===== src/rtl/ram_frame_reader.sv =====
// rtl/ram_frame_reader.sv - frame-window RAM read master with credit-limited pixel FIFO
// Build option: define RAM_FRAME_READER_LOOP_EN to rescan the frame continuously after one start.
module ram_frame_reader #(
  parameter int ADDR_W     = 19,
  parameter int DATA_W     = 8,
  parameter int WIDTH      = 640,
  parameter int HEIGHT     = 480,
  parameter int RD_LAT     = 2,
  parameter int FIFO_DEPTH = 4
) (
  input  logic                     clock_i,
  input  logic                     reset_n_i,
  input  logic                     start_i,
  input  logic [ADDR_W-1:0]        base_addr_i,
  output logic                     busy_o,
  output logic                     done_o,
  output logic                     rd_en_o,
  output logic [ADDR_W-1:0]        rd_addr_o,
  input  logic signed [DATA_W-1:0] rd_data_i,
  output logic                     pix_valid_o,
  input  logic                     pix_ready_i,
  output logic signed [DATA_W-1:0] pix_data_o,
  output logic                     pix_sof_o,
  output logic                     pix_eol_o
);

  localparam int XW = $clog2(WIDTH + 1);
  localparam int YW = $clog2(HEIGHT + 1);
  localparam int PW = (FIFO_DEPTH > 1) ? $clog2(FIFO_DEPTH) : 1;
  localparam int CW = $clog2(FIFO_DEPTH + 1);
  localparam logic [XW-1:0] X_LAST = XW'(WIDTH - 1);
  localparam logic [YW-1:0] Y_LAST = YW'(HEIGHT - 1);

  typedef enum logic [1:0] {S_IDLE, S_FETCH, S_DRAIN} state_e;

  // Per-read side information travelling alongside the RAM access.
  typedef struct packed {
    logic sof;
    logic eol;
    logic last;
  } tag_t;

  state_e              state_q;
  logic                busy_q, done_q;
  logic [ADDR_W-1:0]   base_q;
  logic [XW-1:0]       x_q, x_d;
  logic [YW-1:0]       y_q, y_d;
  logic [ADDR_W-1:0]   addr_q, addr_d;
  logic                rd_en_q;
  logic [ADDR_W-1:0]   rd_addr_q;
  tag_t                rd_tag_q, rd_tag_d;

  logic [RD_LAT-1:0]   pipe_v_q;
  tag_t                pipe_tag_q [RD_LAT];

  logic signed [DATA_W-1:0] fifo_data_q [FIFO_DEPTH];
  tag_t                fifo_tag_q [FIFO_DEPTH];
  logic [PW-1:0]       wr_ptr_q, rd_ptr_q;
  logic [CW-1:0]       cnt_q;
  // Occupancy = FIFO entries plus reads not yet written into the FIFO.
  logic [CW-1:0]       occ_q;

  logic                pop, push, starting, credit_ok, issue, last_x, last_px;
  logic [XW-1:0]       cur_x;
  logic [YW-1:0]       cur_y;
  logic [ADDR_W-1:0]   cur_addr, loop_base;
  tag_t                head_tag;

  function automatic logic [PW-1:0] ptr_inc(input logic [PW-1:0] p);
    return (p == PW'(FIFO_DEPTH - 1)) ? '0 : p + PW'(1);
  endfunction

  assign push        = pipe_v_q[RD_LAT-1];
  assign head_tag    = fifo_tag_q[rd_ptr_q];
  assign pix_valid_o = (cnt_q != '0);
  assign pix_data_o  = fifo_data_q[rd_ptr_q];
  assign pix_sof_o   = pix_valid_o & head_tag.sof;
  assign pix_eol_o   = pix_valid_o & head_tag.eol;
  assign busy_o      = busy_q;
  assign done_o      = done_q;
  assign rd_en_o     = rd_en_q;
  assign rd_addr_o   = rd_addr_q;

  // Issue decision and next read cursor; a start in IDLE issues pixel 0 at once.
  always_comb begin
    pop       = pix_valid_o & pix_ready_i;
    starting  = (state_q == S_IDLE) & start_i;
    cur_x     = starting ? '0 : x_q;
    cur_y     = starting ? '0 : y_q;
    cur_addr  = starting ? base_addr_i : addr_q;
    loop_base = starting ? base_addr_i : base_q;
    last_x    = (cur_x == X_LAST);
    last_px   = last_x & (cur_y == Y_LAST);
    // A pop this cycle frees a slot for the read issued next cycle.
    credit_ok = (occ_q < CW'(FIFO_DEPTH)) | pop;
    issue     = (starting | (state_q == S_FETCH)) & credit_ok;
    rd_tag_d.sof  = (cur_x == '0) & (cur_y == '0);
    rd_tag_d.eol  = last_x;
    rd_tag_d.last = last_px;
    x_d    = x_q;
    y_d    = y_q;
    addr_d = addr_q;
    if (issue) begin
      if (last_px) begin
        x_d    = '0;
        y_d    = '0;
        addr_d = loop_base;
      end else if (last_x) begin
        x_d    = '0;
        y_d    = cur_y + YW'(1);
        addr_d = cur_addr + ADDR_W'(1);
      end else begin
        x_d    = cur_x + XW'(1);
        y_d    = cur_y;
        addr_d = cur_addr + ADDR_W'(1);
      end
    end else if (starting) begin
      x_d    = '0;
      y_d    = '0;
      addr_d = base_addr_i;
    end
  end

  // Frame sequencing FSM with read cursor and registered RAM/status outputs
  always_ff @(posedge clock_i or negedge reset_n_i) begin
    if (!reset_n_i) begin
      state_q   <= S_IDLE;
      busy_q    <= 1'b0;
      done_q    <= 1'b0;
      base_q    <= '0;
      x_q       <= '0;
      y_q       <= '0;
      addr_q    <= '0;
      rd_en_q   <= 1'b0;
      rd_addr_q <= '0;
      rd_tag_q  <= '0;
    end else begin
      x_q     <= x_d;
      y_q     <= y_d;
      addr_q  <= addr_d;
      rd_en_q <= issue;
      done_q  <= pop & head_tag.last;
      if (issue) begin
        rd_addr_q <= cur_addr;
        rd_tag_q  <= rd_tag_d;
      end
      case (state_q)
        S_IDLE: begin
          if (start_i) begin
            base_q <= base_addr_i;
            busy_q <= 1'b1;
`ifdef RAM_FRAME_READER_LOOP_EN
            state_q <= S_FETCH;
`else
            state_q <= (issue & last_px) ? S_DRAIN : S_FETCH;
`endif
          end
        end
        S_FETCH: begin
`ifdef RAM_FRAME_READER_LOOP_EN
          state_q <= S_FETCH;
`else
          if (issue & last_px) state_q <= S_DRAIN;
`endif
        end
        S_DRAIN: begin
          if (pop & head_tag.last) begin
            state_q <= S_IDLE;
            busy_q  <= 1'b0;
          end
        end
        default: state_q <= S_IDLE;
      endcase
    end
  end

  // Return-path tag shift matching the RAM read latency
  always_ff @(posedge clock_i or negedge reset_n_i) begin
    if (!reset_n_i) begin
      pipe_v_q <= '0;
      for (int k = 0; k < RD_LAT; k++) pipe_tag_q[k] <= '0;
    end else begin
      pipe_v_q[0]   <= rd_en_q;
      pipe_tag_q[0] <= rd_tag_q;
      for (int k = 1; k < RD_LAT; k++) begin
        pipe_v_q[k]   <= pipe_v_q[k-1];
        pipe_tag_q[k] <= pipe_tag_q[k-1];
      end
    end
  end

  // Return-data FIFO plus occupancy credit counter
  always_ff @(posedge clock_i or negedge reset_n_i) begin
    if (!reset_n_i) begin
      for (int i = 0; i < FIFO_DEPTH; i++) begin
        fifo_data_q[i] <= '0;
        fifo_tag_q[i]  <= '0;
      end
      wr_ptr_q <= '0;
      rd_ptr_q <= '0;
      cnt_q    <= '0;
      occ_q    <= '0;
    end else begin
      if (push) begin
        fifo_data_q[wr_ptr_q] <= rd_data_i;
        fifo_tag_q[wr_ptr_q]  <= pipe_tag_q[RD_LAT-1];
        wr_ptr_q              <= ptr_inc(wr_ptr_q);
      end
      if (pop) rd_ptr_q <= ptr_inc(rd_ptr_q);
      cnt_q <= cnt_q + CW'(push) - CW'(pop);
      occ_q <= occ_q + CW'(issue) - CW'(pop);
    end
  end

endmodule


===== config.mk =====
export PLATFORM = sky130hd
export DESIGN_NAME = ram_frame_reader
export DESIGN_NICKNAME = d
export VERILOG_FILES = /design/src/rtl/ram_frame_reader.sv
export SDC_FILE = /design/constraint.sdc
export NUM_CORES = 1
export LEC_CHECK = 0
export BUFFER_PORTS_ARGS = -buffer_cell sky130_fd_sc_hd__buf_2
export CORE_UTILIZATION = 55
export DETAILED_ROUTE_END_ITERATION = 6
export PLACE_DENSITY = 0.75
export SETUP_SLACK_MARGIN = 0.05
export SLEW_MARGIN = 20
export SYNTH_ARGS = -nofsm -noshare
export SYNTH_HDL_FRONTEND = slang
export SYNTH_SLANG_ARGS = --single-unit

===== constraint.sdc =====
create_clock -name clock_i -period 6.36 [get_ports clock_i]
set_input_delay 0.636 -clock clock_i [delete_from_list [all_inputs] [get_ports clock_i]]
set_output_delay 0.636 -clock clock_i [all_outputs]
set_load 0.02 [all_outputs]

==> results.tsv, run 1 <==
metric	value	unit
Worst EP required	6700	ps
WHS	293	ps
DRT iter0 DRCs	406	
die height	116	um
WP depth	10	
hold crit path type	in -> async	
Initial Utilization	56.5	%
Fin. Hold Viols	0	
crit path buf inv count	2	
FFs w/ async S/R, synth	100	%
Setup Fix Bufs, Post-CTS	0	
sequential area share after synthesis	51.0	%
Layout Nets	752	
CTS tree	done	
fin cells	890	
routability cong.	0.868	
max frequency	248	MHz
reg2reg start	state_q[1]	
Post-CTS Hold Buffers	0	
largest net degree at the start of global routing	94	
area of the mapped netlist	7160	um^2
Reg2Reg Depth	10	
CP Cell Sequence	or3b_2 -> buf_4 -> nand2_1 -> inv_1 -> ha_1 -> nand3_1 -> or4_4 -> nor2_1 -> o21ai_0 -> a22oi_1	
max_cap viols	0	
die width	116	um
vias in the first global route	5250	
first-pass GRT wire length	26100	um
CTS resizes	0	
DIE AREA	13500	um^2
Core Area	12700	um^2
FF+latch count, synth	146	
nature of the critical path startpoint	flop	
DR DRC count	0	
GRT overflow	0	
clk sink count	146	
area leader, netlist	dfrtp_1	
synth top area cells	dfrtp_1, mux2_2, nand2_1	
Mean Syn Cell Area	11.0	um^2
synth unique cells	66	
Clock transition at path regs	60	ps
worst-path maximum fanout	27	
slowest cell on the critical path	nor2_1	
Final TNS setup	0	ps
syn nets	698	
Top Ports	64	
Pins Over Slew Limit	0	
CTS HTree Levels	4	
DRT Pass-1 Iters	6	
Max-slew headroom	37.2	%
delay-heaviest family, CP	simple AND/OR/NAND/NOR gates	
Crit. End Element	flop	
drt wl/cell	17.8	um
leakage power	3.79	nW
Setup Viol. Count Final	0	
hpwl dp	10700	um
CP arrival	4370	ps
placed cell count	858	
Worst-Margin Slew	939	ps
Syn Inst Count	651	
post-layout power	0.00354	W
Global Route Usage Sum	25.8	%
Commonest cells post-synth	dfrtp_1, nand2_1, mux2_2	
max incr delay on CP	760	ps
R2R Setup Slk	2330	ps
final core occ	64.3	%
FF-to-FF End	addr_q[10]	
antenna viol nets, final	0	
ANT cells	0	
placement row count	41	
initial antenna violation count	0	
prevailing post-synth register cell	dfrtp_1	
share of cells above drive strength 1	25.3	%
area of the multi-input gates	3280	um^2
clk buf depth	2	
P&R area growth vs syn	13.9	%
wire length after detailed routing	15800	um
PD cells	434	nW/um^2
via density per instance	5.91	
outcome	finished, final reports clean	
fill cell count	1014	
FF/Latch Area	3650	um^2
via count	5256	
top-count cell post-synth	dfrtp_1	
peak supply drop	0.194	mV
Setup Skew	7.46	ps
CTS buffer count	17	
number of synthesized flops with an enable pin	0	
Synth Warn #	0	
CTS root buffer	clkbuf_16	
# port buffers	63	
Final period util	63.4	%
unrepaired setup endpoints after global routing	no	
Tmin final	4030	ps
clk_lat worst skew	430	ps
Crit. Startpoint	state_q[1]	
path type of the worst setup path	reg -> reg	
crit path capture	addr_q[10]	
post-synth top area share	51.0	%
cells by family (layout without fill, tap and decap cells):
group,Yosys count,after routing,share of synthesized area (%)
DFF,146,146,51.0
xor gates and xnor gates,14,14,1.71
buffers and inverters,51,118,3.29
AOI/OAI and AO/OA,101,101,9.67
adders and majority gates,16,16,3.01
and+or+nand+nor,235,235,16.0
muxes,88,88,15.2
per-stage QoR:
step | cell area, um^2 | setup slack (ps)
floorplan | 7160 | 3070
global route | 8150 | 2000
finish | 8150 | 2330
detailed placement | 7570 | 2130
CTS | 8150 | 2420
global placement | 7570 | 2240
how the worst min path moves through the flow:
stage,startpoint,slack [ps],end,cells past startpoint
floorplan,pipe_tag_q[3],330,pipe_tag_q[0],0
global placement,pipe_tag_q[3],330,pipe_tag_q[0],0
detailed placement,pipe_v_q[0],330,pipe_v_q[1],0
CTS,reset_n_i,340,cnt_q[2],1
global route,pipe_v_q[0],360,pipe_v_q[1],0
finish,reset_n_i,290,occ_q[1],1
per-layer routing:
metal	share of wire, %	vias to the layer above	track usage [%]
met1	42	2625	32.7
met3	4.3	26	4.81
met4	2.2	0	11.5
met5	0	-	0
li1	-	2433	-
met2	51	172	43.2
cell usage in the layout (no fill, tap or decap), drive strengths merged, types with 15 or more instances in the layout:
| cell | n |
|---|---|
| buf | 69 |
| clkbuf | 17 |
| dfrtp | 146 |
| inv | 26 |
| mux2 | 54 |
| mux2i | 23 |
| nand2 | 116 |
| nand3 | 32 |
| nor2 | 29 |
| nor3 | 15 |
| o21ai | 39 |
flip-flops by register name, summed over array words and instances (netlist names), 6 cells and up:
signal	count
pipe_tag_q	6
base_q	19
fifo_data_q	32
fifo_tag_q	12
addr_q	19
x_q	10
y_q	9
rd_addr_o	19
layout make-up:
type,count,area share (%)
well taps,172,2.64
clock inverters,15,1.80
repair buffers,69,4.50
multi-input cells,454,40.2
clock buffers,17,5.22
inverters,17,0.783
flip-flops and latches,146,44.8
power by group:
| part | total, W | switching [W] | internal [W] |
|---|---|---|---|
| Combinational | 0.00114 | 0.000623 | 0.000516 |
| Sequential | 0.00143 | 0.000212 | 0.00122 |
| Clock | 0.000968 | 0.000418 | 0.000550 |
| Total | 0.00354 | 0.00125 | 0.00229 |
Power figures use the tool's default switching activity.
==> run 2, diff against run 1 <==
==> constraint.sdc (replaced) <==
create_clock -name clock_i -period 4.11 [get_ports clock_i]
set_input_delay 0.411 -clock clock_i [delete_from_list [all_inputs] [get_ports clock_i]]
set_output_delay 0.411 -clock clock_i [all_outputs]
set_load 0.02 [all_outputs]
==> results.tsv, run 2 (synthesized netlist as in run 1, its figures left out) <==
metric	value	unit
hold crit path type	in -> reg	
hpwl dp	11100	um
clk_lat worst skew	430	ps
Final TNS setup	0	ps
commonest non-fill, non-tap cell in the layout	dfrtp_1	
first-pass GRT wire length	27100	um
unrepaired setup endpoints after global routing	no	
drt wl/cell	18.1	um
max frequency	305	MHz
die width	116	um
PD cells	676	nW/um^2
max_cap viols	0	
largest register by flop count	fifo_data_q	
routability cong.	0.872	
path type of the worst setup path	reg -> reg	
leakage power	3.83	nW
clk sink count	146	
Tmin final	3280	ps
wire length after detailed routing	16200	um
Global Route Usage Sum	26.4	%
WHS	254	ps
DRT Pass-1 Iters	4	
via count	5281	
# port buffers	63	
Worst EP required	4450	ps
post-layout power	0.00556	W
max FFs per register	32	
leading cell types in the layout, fill and taps excluded	dfrtp_1, nand2_1, buf_2, mux2_2, o21ai_0	
DIE AREA	13500	um^2
Crit. End Element	flop	
P&R area growth vs syn	14.9	%
DR DRC count	0	
Initial Utilization	56.5	%
Core Area	12700	um^2
CP arrival	3610	ps
Layout Nets	757	
CTS buffer count	17	
initial antenna violation count	0	
final core occ	64.9	%
Max-slew headroom	32.9	%
GRT overflow	0	
Setup Fix Bufs, Post-CTS	0	
peak supply drop	0.363	mV
outcome	finished, final reports clean	
share of cells above drive strength 1	25.6	%
CTS resizes	0	
Setup Viol. Count Final	0	
CTS HTree Levels	4	
Final period util	79.7	%
nature of the critical path startpoint	flop	
CTS tree	done	
area of the multi-input gates	3280	um^2
antenna viol nets, final	0	
clk buf depth	2	
Setup Skew	7.32	ps
largest net degree at the start of global routing	69	
Pins Over Slew Limit	0	
vias in the first global route	5327	
Post-CTS Hold Buffers	1	
DRT iter0 DRCs	380	
worst-path maximum fanout	12	
Top Ports	64	
CTS root buffer	clkbuf_16	
Clock transition at path regs	60	ps
Worst-Margin Slew	999	ps
FF/Latch Area	3650	um^2
Fin. Hold Viols	0	
ANT cells	0	
via density per instance	5.90	
fill cell count	989	
die height	116	um
placement row count	41	
run 2: final timing paths:
kind	from	endpoint	cells past startpoint	slack, ps
worst max-delay path	state_q[1]	addr_q[7]	9	830
worst min-delay path	base_addr_i[18]	base_q[18]	3	250
worst max register to register	state_q[1]	addr_q[7]	9	830
worst min register to register	pipe_tag_q[4]	pipe_tag_q[1]	0	350
max in group asynchronous	reset_n_i	rd_addr_o[3]	3	2570
min in group asynchronous	reset_n_i	occ_q[0]	2	560
run 2: final cells by class:
class,count,area share [%]
Multi-Input combinational cell,454,39.8
Inverter,17,0.776
Sequential cell,146,44.4
Tap cell,172,2.62
Clock buffer,18,5.34
Timing Repair Buffer,74,4.94
Clock inverter,14,2.07
run 2: layer usage:
metal  up-vias  routed length (um)  track usage (%)
met3        39                 704             5.33
met4         0                 473             12.7
met5         -                   0                0
met1      2619                7040             33.9
met2       177                7940             43.1
li1       2446                   -                -
run 2: report_power, final:
part | switching [W] | leakage, nW | internal, W
logic | 0.000964 | 1.71 | 0.000799
registers | 0.000326 | 1.83 | 0.00189
clock network | 0.000655 | 0.293 | 0.000931
run 2: metrics by stage:
| step | setup WS [ps] | std cells | area (um^2) |
|---|---|---|---|
| 6_report | 833 | 895 | 8220 |
| 4_1_cts | 852 | 895 | 8220 |
| 2_1_floorplan | 1040 | 651 | 7160 |
| 3_3_place_gp | 928 | 862 | 7600 |
| 5_1_grt | 497 | 895 | 8220 |
| 3_5_place_dp | 781 | 862 | 7600 |
run 2: worst max-delay path, cell delays in order (launching register included):
cell and delay, ps:
dfrtp_1 470, or3b_2 280, nand2_1 140, inv_1 80, ha_1 150, nand3_1 170, or4_4 650, nor2_1 750
o21ai_0 250, a32oi_1 240
==> run 3, diff against run 2 <==
==> constraint.sdc (replaced) <==
create_clock -name clock_i -period 3.2 [get_ports clock_i]
set_input_delay 0.32 -clock clock_i [delete_from_list [all_inputs] [get_ports clock_i]]
set_output_delay 0.32 -clock clock_i [all_outputs]
set_load 0.02 [all_outputs]
==> results.tsv, run 3 (synthesized netlist as in run 1, its figures left out) <==
metric	value	unit
P&R area growth vs syn	15.8	%
Setup WS pre-CTS	8.30	ps
Worst-Margin Slew	935	ps
Int Pwr	0.00474	W
outcome	finished, final reports clean	
WHS	144	ps
PD cells	867	nW/um^2
slowest cell on the critical path	dfrtp_1	
die width	116	um
Sw Share	34.1	%
commonest non-fill, non-tap cell in the layout	dfrtp_1	
DIE AREA	13500	um^2
CTS tree	done	
delay-heaviest family, CP	simple AND/OR/NAND/NOR gates	
nature of the critical path startpoint	flop	
Final TNS setup	0	ps
most frequent cell on the critical path	nand2_1	
routability cong.	0.914	
Global Route Usage Sum	26.7	%
CTS root buffer	clkbuf_16	
FF-to-FF End	addr_q[18]	
largest net degree at the start of global routing	77	
worst-path maximum fanout	26	
Final period util	90.9	%
unrepaired setup endpoints after global routing	no	
Net Sw Power	0.00245	W
Hold EP	base_q[18]	
first-pass GRT wire length	27000	um
Setup Viol. Count Final	0	
Clock transition at path regs	60	ps
Placed Area	7660	um^2
clk_lat worst skew	420	ps
leading cell types in the layout, fill and taps excluded	dfrtp_1, nand2_1, buf_2, mux2_2, o21ai_0	
Layout Nets	764	
DR DRC count	0	
DRT Pass-1 Iters	5	
wire length after detailed routing	16600	um
CP Cell Sequence	or3b_2 -> buf_4 -> nand2_1 -> nand2_1 -> ha_1 -> nand4_1 -> nor3_2 -> o221ai_2 -> mux2_4 -> a211oi_2	
post-route setup slack	291	ps
clock group share of total power	28.5	%
hold crit path type	in -> reg	
vias in the first global route	5379	
reg2reg start	state_q[0]	
share of cells above drive strength 1	26.5	%
antenna viol nets, final	0	
drt wl/cell	18.4	um
Reg2Reg Depth	10	
path type of the worst setup path	reg -> reg	
placement row count	41	
CTS buffer count	17	
Flop pwr share	39.2	%
Setup Skew	8.29	ps
hold depth	3	
via density per instance	5.98	
via count	5389	
Crit. End Element	flop	
clk sink count	146	
crit path buf inv count	1	
Max-slew headroom	36.1	%
max frequency	344	MHz
Crit. Startpoint	state_q[0]	
Fin. Hold Viols	0	
Hold Startpoint	base_addr_i[18]	
fill cell count	976	
peak supply drop	0.439	mV
Top Ports	64	
max_cap viols	0	
Initial Utilization	56.5	%
hpwl dp	11200	um
Pins Over Slew Limit	0	
combinational power share	32.3	%
Tmin final	2910	ps
clk buf depth	2	
Worst EP required	3540	ps
R2R Setup Slk	290	ps
GRT overflow	0	
max FFs per register	32	
largest register by flop count	fifo_data_q	
Finished Cell Area	8290	um^2
leakage power	3.86	nW
CP arrival	3250	ps
# port buffers	63	
CTS HTree Levels	4	
max incr delay on CP	440	ps
DRT iter0 DRCs	516	
ANT cells	0	
die height	116	um
Core Area	12700	um^2
initial antenna violation count	0	
run 3: final cells by class:
| class | count | area [um^2] | share of cell area [%] |
|---|---|---|---|
| inverter | 17 | 63.8 | 0.770 |
| clock inverter | 11 | 154 | 1.86 |
| clock buffer | 20 | 457 | 5.51 |
| multi-input combinational | 454 | 3290 | 39.7 |
| tap | 172 | 215 | 2.60 |
| sequential | 146 | 3650 | 44.1 |
| timing repair buffer | 81 | 459 | 5.54 |
run 3: routing by layer:
| layer | track usage (%) | vias to the layer above | wire length [um] |
|---|---|---|---|
| met5 | 0 | - | 0 |
| met4 | 12.1 | 0 | 429 |
| met3 | 6.75 | 40 | 936 |
| met2 | 44.4 | 221 | 8340 |
| met1 | 33.0 | 2676 | 6920 |
| li1 | - | 2452 | - |
run 3: worst max-delay path by stage:
stage | slack, ps | end | depth (start not counted)
after floorplan | 170 | addr_q[10] | 14
after global placement | 250 | addr_q[0] | 8
after detailed placement | 8 | addr_q[17] | 9
after CTS | 260 | addr_q[1] | 10
after global routing | 60 | addr_q[18] | 10
final | 290 | addr_q[18] | 10
run 3: tightest hold or removal path: stages:
cell and delay [ps]:
buf_2 90, nand2_1 40, nand2_1 70
run 3: timing repair:
item                                    in CTS  in global routing
gates resized for setup                      1                  2
cloned                                       0                  0
buffers inserted                             0                  0
endpoints found under the hold margin       73                  0
hold buffers                                 1                  0
endpoints found under the setup margin       6                  5
run 3: stage by stage:
step                      cells  utilization [%]  total power (W)
after floorplan             651                -          0.00446
after global placement      869             60.4          0.00501
after detailed placement    869             60.4          0.00517
after CTS                   901             65.4          0.00723
after global routing        901             65.4          0.00760
final                       901             65.4          0.00719
run 3: power by group through the flow:
stage                     combinational [W]  sequential [W]  clock, W
after floorplan                     0.00165         0.00281         0
after global routing                0.00257         0.00289   0.00215
final                               0.00232         0.00282   0.00205
after global placement              0.00222         0.00279         0
after CTS                           0.00235         0.00282   0.00207
after detailed placement            0.00233         0.00284         0
